`config.mk`:
```
export PLATFORM = sky130hd
export DESIGN_NAME = fifo_tile_reader
export DESIGN_NICKNAME = d
export VERILOG_FILES = /design/src/rtl/fifo_tile_reader.sv
export SDC_FILE = /design/constraint.sdc
export NUM_CORES = 1
export LEC_CHECK = 0
export BUFFER_PORTS_ARGS = -buffer_cell sky130_fd_sc_hd__buf_2
export CORE_ASPECT_RATIO = 0.8
export CORE_MARGIN = 2
export CORE_UTILIZATION = 24
export CTS_BUF_LIST = sky130_fd_sc_hd__clkbuf_4 sky130_fd_sc_hd__clkbuf_8
export DETAILED_ROUTE_END_ITERATION = 12
export SKIP_LAST_GASP = 1
export SYNTH_ARGS = -nofsm -noshare
export SYNTH_HDL_FRONTEND = slang
export SYNTH_SLANG_ARGS = --single-unit
```
`constraint.sdc`:
```
create_clock -name clk -period 2.4 [get_ports clk]
set_clock_uncertainty 0.1 [all_clocks]
set_input_delay 0.24 -clock clk [delete_from_list [all_inputs] [get_ports clk]]
set_output_delay 0.24 -clock clk [all_outputs]
set_load 0.1 [all_outputs]
```
`src/rtl/fifo_tile_reader.sv`:
```
`default_nettype none
// ============================================================================
// Module   : fifo_tile_reader
// Brief    : Pulls tile_len words from a registered-read FIFO and presents
//            them on a valid/ready stream through a 2-entry skid buffer.
//            Also drives the FIFO active-low clear for flush and abort.
// Revision : 1.0 - initial release
// ============================================================================
module fifo_tile_reader #(
  parameter int DATA_SIZE = 8,
  parameter int LEN_W     = 12,
  parameter int CLR_CYC   = 2
) (
  input  logic                 clk,
  input  logic                 reset,
  input  logic                 start,
  input  logic [LEN_W-1:0]     tile_len,
  input  logic                 flush,
  input  logic                 fifo_empty,
  input  logic [DATA_SIZE-1:0] fifo_dout,
  output logic                 fifo_r_en,
  output logic                 fifo_clear_n,
  output logic [DATA_SIZE-1:0] out_data,
  output logic                 out_valid,
  input  logic                 out_ready,
  output logic                 busy,
  output logic                 done
);

  localparam int c_CNT_W = (CLR_CYC > 1) ? $clog2(CLR_CYC) : 1;
  localparam logic [c_CNT_W-1:0] c_CLR_LAST = c_CNT_W'(CLR_CYC - 1);
  localparam logic [LEN_W-1:0]   c_ONE      = LEN_W'(1);

  typedef enum logic [2:0] {
    S_IDLE  = 3'd0,
    S_RUN   = 3'd1,
    S_DRAIN = 3'd2,
    S_DONE  = 3'd3,
    S_FLUSH = 3'd4
  } state_t;

  state_t               r_state;
  logic [LEN_W-1:0]     r_rem_issue;
  logic                 r_inflight;
  logic [1:0]           r_occ;
  logic [DATA_SIZE-1:0] r_buf0;
  logic [DATA_SIZE-1:0] r_buf1;
  logic                 r_busy;
  logic                 r_done;
  logic                 r_clear_n;
  logic [c_CNT_W-1:0]   r_clr_cnt;

  logic       w_pop;
  logic [2:0] w_occ_sum;
  logic [1:0] w_wr_idx;
  logic       w_rd;
  logic       w_abort;

  // Occupancy after this cycle counts the word landing from the FIFO and the
  // word leaving downstream; issuing only while it stays below 2 means the
  // skid buffer can always absorb every read already in flight.
  assign w_pop     = out_valid & out_ready;
  assign w_occ_sum = {1'b0, r_occ} + {2'b00, r_inflight} - {2'b00, w_pop};
  assign w_wr_idx  = r_occ - {1'b0, w_pop};
  assign w_rd      = (r_state == S_RUN) & ~fifo_empty &
                     (r_rem_issue != '0) & (w_occ_sum < 3'd2);
  assign w_abort   = flush & ((r_state == S_RUN) | (r_state == S_DRAIN));

  assign fifo_r_en    = w_rd;
  assign fifo_clear_n = r_clear_n;
  assign out_data     = r_buf0;
  assign out_valid    = (r_occ != 2'd0);
  assign busy         = r_busy;
  assign done         = r_done;

  // Skid buffer: head in r_buf0, capture the registered FIFO output one
  // cycle after each read, shift on pop; an abort discards everything.
  always_ff @(posedge clk or posedge reset) begin
    if (reset) begin
      r_occ      <= 2'd0;
      r_inflight <= 1'b0;
      r_buf0     <= '0;
      r_buf1     <= '0;
    end else if (w_abort) begin
      r_occ      <= 2'd0;
      r_inflight <= 1'b0;
    end else begin
      r_inflight <= w_rd;
      r_occ      <= w_occ_sum[1:0];
      if (w_pop) begin
        r_buf0 <= r_buf1;
      end
      if (r_inflight) begin
        if (w_wr_idx == 2'd0) begin
          r_buf0 <= fifo_dout;
        end else begin
          r_buf1 <= fifo_dout;
        end
      end
    end
  end

  // Tile sequencer with registered busy, done and FIFO clear.
  always_ff @(posedge clk or posedge reset) begin
    if (reset) begin
      r_state     <= S_IDLE;
      r_rem_issue <= '0;
      r_busy      <= 1'b0;
      r_done      <= 1'b0;
      r_clear_n   <= 1'b0;
      r_clr_cnt   <= '0;
    end else begin
      r_done    <= 1'b0;
      r_clear_n <= 1'b1;
      case (r_state)
        S_IDLE: begin
          if (flush) begin
            r_state   <= S_FLUSH;
            r_busy    <= 1'b1;
            r_clear_n <= 1'b0;
            r_clr_cnt <= '0;
          end else if (start) begin
            if (tile_len != '0) begin
              r_rem_issue <= tile_len;
              r_state     <= S_RUN;
              r_busy      <= 1'b1;
            end else begin
              r_state <= S_DONE;
              r_done  <= 1'b1;
            end
          end
        end
        S_RUN: begin
          if (flush) begin
            r_state     <= S_FLUSH;
            r_rem_issue <= '0;
            r_clear_n   <= 1'b0;
            r_clr_cnt   <= '0;
          end else if (w_rd) begin
            r_rem_issue <= r_rem_issue - c_ONE;
            if (r_rem_issue == c_ONE) begin
              r_state <= S_DRAIN;
            end
          end
        end
        S_DRAIN: begin
          // Finish on the edge that accepts the last buffered word.
          if (flush) begin
            r_state   <= S_FLUSH;
            r_clear_n <= 1'b0;
            r_clr_cnt <= '0;
          end else if (!r_inflight && (w_occ_sum == 3'd0)) begin
            r_state <= S_DONE;
            r_busy  <= 1'b0;
            r_done  <= 1'b1;
          end
        end
        S_DONE: begin
          r_state <= S_IDLE;
        end
        S_FLUSH: begin
          if (flush) begin
            r_clear_n <= 1'b0;
            r_clr_cnt <= '0;
          end else if (r_clr_cnt == c_CLR_LAST) begin
            r_state <= S_IDLE;
            r_busy  <= 1'b0;
          end else begin
            r_clr_cnt <= r_clr_cnt + 1'b1;
            r_clear_n <= 1'b0;
          end
        end
        default: begin
          r_state <= S_IDLE;
          r_busy  <= 1'b0;
        end
      endcase
    end
  end

endmodule
`default_nettype wire

```
* Yosys cells after proc, flatten, opt, wreduce, memory -nomap -nowiden
Index checks and enable logic that the tools add are counted.
** Storage, ports and cells
- Bits in read-only memories :: 0
- Flip-flop bits (word level) :: 38
- Memories :: 0
- RAM bits :: 0
- Bits in latches :: 0
- Bits of input ports :: 26
- Word-level logic and storage cells :: 105
** Cells by class
- Divide/modulo/power cells :: 0
- Reduce and logical (&&, ||, !) cells :: 17
- Shifts and indexed selects :: 0
- Bitwise gates (word level) :: 10
- Muxes and demuxes :: 44
- Add/sub/neg operators :: 5
- Equal/unequal tests :: 18
- Multiply operators :: 0
- $lt $le $gt $ge :: 1
** Operators with widths (number)
- $mux W12 :: 5
- $mux W3 :: 9
- $mux W8 :: 3
- $pmux W12 S2 :: 1
- $reduce_bool A12 Y1 :: 2
- $mux W1 :: 19
- $eq A12 B1 Y1 const B :: 1
- $ne A2 B2 Y1 const B :: 6
- $pmux W3 S4 :: 1
- $sub A12 B1 Y12 const B :: 1
- $ne A3 B3 Y1 const B :: 3
- $reduce_and A7 Y1 :: 1
- $eq A3 B2 Y1 const B :: 2
- $logic_not A3 Y1 :: 2
- $ne A3 B2 Y1 const B :: 2
- $pmux W1 S2 :: 3
- $reduce_and A6 Y1 :: 1
- $reduce_bool A2 Y1 :: 3
- $and A1 B1 Y1 :: 5
- $reduce_and A5 Y1 :: 1
- $mux W2 :: 2
- $ne A2 B1 Y1 const B :: 2
- $not A1 Y1 :: 4
- $pmux W1 S4 :: 1
- 15 further kinds :: 15

* Logic depth before layout (Yosys ltp)
- Depth after elaboration :: 8
- Mapped depth :: 10
- Gate-level depth less buffers :: 10

* Worst setup path after synthesis
OpenSTA, ideal clock, no wires.
- Kind :: flip-flop to output port
- From :: register r_occ[0]
- To :: output port fifo_r_en
- Cell stages (with the launch flop) :: 10
- Buffers on the path :: 0
- Data arrival time :: 2.515 ns
- Setup slack :: -0.455 ns
- Data required time :: 2.060 ns
- Cells stage by stage :: dfrtp_1 -> nand3b_1 -> o21ai_0 -> ha_1 -> inv_1 -> fa_1 -> xnor2_1 -> and4bb_2 -> nand2_2 -> inv_1
** Between the ends
- Longest elaborated chain between the ends :: 5
- Elaborated cells between the ends (all ways) :: 6
- Classes of those cells :: add/sub (2); order compare (1); bitwise (2); reduce/logical (1)
** RTL lines
- from (decl) :: RTL line 45 : logic [1:0] r_occ;
- from (signal assigned) :: RTL line 89 : r_occ <= w_occ_sum[1:0];
- parallel branches: the longest is 2 deep, another holds $add A2 B1 Y3
- $sub A3 B1 Y3 * :: RTL line 63 : assign w_occ_sum = {1'b0, r_occ} + {2'b00, r_inflight} - {2'b00, w_pop};
- $lt A3 B2 Y1 * :: RTL line 66 : (r_rem_issue != '0) & (w_occ_sum < 3'd2);
- $and A1 B1 Y1 * :: RTL line 66
- to (decl) :: RTL line 21 : output logic fifo_r_en,
Every way passes the cells marked *.

* Final worst setup path
Ends and elaborated chain as after synthesis.

==> out/metrics.cfg <==
[outcome]
status=finished with violations
violations=negative setup slack

[critical_path]
path_class=flip-flop to primary output
worstPathMaxFanout=3
r2r-start=r_occ[0]
max_stage_delay_ns=0.39
worstPathRequired_ns=2.06
r2r-end=r_rem_issue[5]
arrival_ns=2.32
crit_chain=nand3b_1 -> o21ai_2 -> ha_2 -> inv_2 -> fa_2 -> xnor2_2 -> and4bb_2 -> nand2_4 -> clkinvlp_4 -> buf_12
critPathCaptureType=primary output
worst_setup_path_start_kind=flip-flop
crit_family=simple AND/OR/NAND/NOR gates
reg2reg_slack_ns=-0.17
r2r_cells=11
critPathBufInv=3
slowest_stage=dfrtp_1

[synthesis]
synth_top_area_share_pct=42.4
synth_cell_types=60
synth_edf_count=0
yosysSeqAreaShare_pct=42.4
yosys.area.top_type=dfrtp_1
syn_avg_cell_area_um2=9.39
synthesis.nets=271
synth_ff_type=dfrtp_1
async_flop_share_pct=100
yosys_warnings=0
syn_inst=239
synthesis.area_um2=2240
ys_ff_latch=38
ys_top_cells_by_area=dfrtp_1, o21ai_0, mux2_2

[routing]
vias=2061
drt_wl_total_um=6090
drtIter0Drc=175
avgViaCountPerCell=4.98
final_antenna_net_count=0
dr.pass1.iters=4
drc=0
wire_per_inst_um=14.7

[grt]
grt_max_degree=39
first_global_vias=2053
grt_pass1_wl_um=10100
gr-usage-all-layers_pct=12.4
overflow=0
antenna_found_initial=0

[placement]
dpl.hpwl_um=4520
portBuffers=38
place.gp.congestion=0.912

[pwr]
leakagePower_nw=1.29
peakVddDrop_mv=0.410
cellPowerDensity_nw_per_um2=1000

[timing]
min_period_ns=2.66
setup_viol=15
slew_headroom_pct=33.3
worst_slack_ns=-0.264
period_share_pct=111
worstMarginPinSlew_ns=0.997
slew_violations=0
rsz0062_at_grt=yes
max_freq_mhz=375
hold_viol=0
whs_ns=0.0711

[hold_path]
hold_class=input port to flip-flop
hold_path_depth=2
holdCritStartpoint=fifo_dout[7]
hold_path_end=r_buf1[7]

[cts]
cts.sinks=38
clk_pin_slew_ns=0.08
clockBufferDepth=2
clockRootBuffer=clkbuf_8
htree_levels=2
cts_tree=built
numCtsBuffers=5
clock_latency_ns=0.30

[floorplanning]
die_w_um=112
start_util_pct=24.7
die_height_um=90.5
coreArea_um2=9080
dieArea_um2=10100
io_pins=39
row_count=31

[final_layout]
regArea_um2=952
layout_common_cells=dfrtp_1, buf_2, buf_4
multi_input_area_um2=1350
antennaDiodeCount=0
drive_gt1_share_pct=36.8
nNetsFinal=330
areaGrowthSynthToFinish_pct=33.6
fin_util_pct=33.0
fill_cells=937

[flow_run]
cap_viol_max_count=0

how the worst max path moves through the flow:
stage	to	cells after the start	startpoint	slack [ns]
after floorplan	fifo_r_en	9	r_occ[0]	-0.11
after global placement	r_rem_issue[0]	9	r_occ[0]	-0.09
after detailed placement	r_rem_issue[0]	9	r_occ[0]	-0.15
after CTS	fifo_r_en	9	r_occ[0]	-0.26
after global routing	fifo_r_en	10	r_occ[0]	-0.34
final	fifo_r_en	10	r_occ[0]	-0.26
logic make-up (layout without fill, tap and decap cells):
group / count (synthesis) / in the layout / synth area share, %
and+or+nand+nor: 85 / 85 / 21.9
AOI/OAI and AO/OA: 75 / 75 / 22.2
DFF: 38 / 38 / 42.4
buffers and inverters: 24 / 84 / 4.57
muxes: 9 / 9 / 4.52
adders and majority gates: 6 / 6 / 3.68
xor gates and xnor gates: 2 / 2 / 0.781
Yosys cell counts, types with 2 or more instances:
| cell type | n |
|---|---|
| dfrtp_1 | 38 |
| nand2_1 | 20 |
| o21ai_0 | 16 |
| a21oi_1 | 13 |
| inv_1 | 13 |
| nor2_1 | 12 |
| a22oi_1 | 10 |
| nor3_1 | 9 |
| a31oi_1 | 7 |
| mux2_2 | 7 |
| nor4_1 | 7 |
| clkbuf_1 | 6 |
| ha_1 | 5 |
| o211ai_1 | 5 |
| buf_2 | 4 |
| and2_1 | 3 |
| nand2b_1 | 3 |
| nand3_1 | 3 |
| nor2b_1 | 3 |
| o21a_1 | 3 |
| a2111oi_0 | 2 |
| mux2_1 | 2 |
| nand2_2 | 2 |
| nand3b_1 | 2 |
| nand4_1 | 2 |
| nor3b_2 | 2 |
| o21ai_1 | 2 |
| o311ai_1 | 2 |
| o31ai_1 | 2 |
| or2_2 | 2 |
| or3_1 | 2 |
| xnor2_1 | 2 |
area by class of cell:
cell class,instances,share of cell area (%)
clock inverters,2,0.417
well taps,115,4.80
multi-input cells,177,45.1
repair buffers,63,13.4
clock buffers,6,2.75
flip-flops and latches,38,31.7
inverters,13,1.75
registers in the layout, indices dropped and copies added (netlist names):
signal	cells
r_clr_cnt	1
r_occ	2
r_rem_issue	12
r_inflight	1
out_data	8
busy	1
done	1
r_buf1	8
fifo_clear_n	1
r_state	3
stage by stage:
stage	instance area (µm²)	instances	total power [mW]	setup slack, ns	TNS (ns)
2_1_floorplan	2260	239	2.01	-0.114	-0.142
3_3_place_gp	2700	400	2.35	-0.0906	-0.366
3_5_place_dp	2700	400	2.38	-0.153	-1.11
4_1_cts	2940	414	2.96	-0.260	-2.30
5_1_grt	3000	414	3.18	-0.337	-3.00
6_report	3000	414	3.00	-0.264	-1.52
where the power goes:
part / internal (mW) / switching [mW]
clock: 0.231 / 0.244
sequential: 0.840 / 0.188
combinational: 0.502 / 0.995
timing repair:
action / 4_1_cts / 5_1_grt
endpoints found under the setup margin: 16 / 16
hold buffers: 1 / 0
endpoints found under the hold margin: 38 / 0
pin swaps: 13 / 9
gates cloned: 0 / 0
setup buffers: 5 / 1
gates resized for setup: 20 / 9
routing by layer:
metal	part of all wire [%]	wire, µm	vias to the layer above	track usage (%)
li1	-	-	1007	-
met1	46	2820	993	16.7
met2	47	2880	50	19.1
met3	4.4	271	11	2.62
met4	2.1	125	0	5.69
met5	0	0	-	0
(Power assumes the default switching activity.)
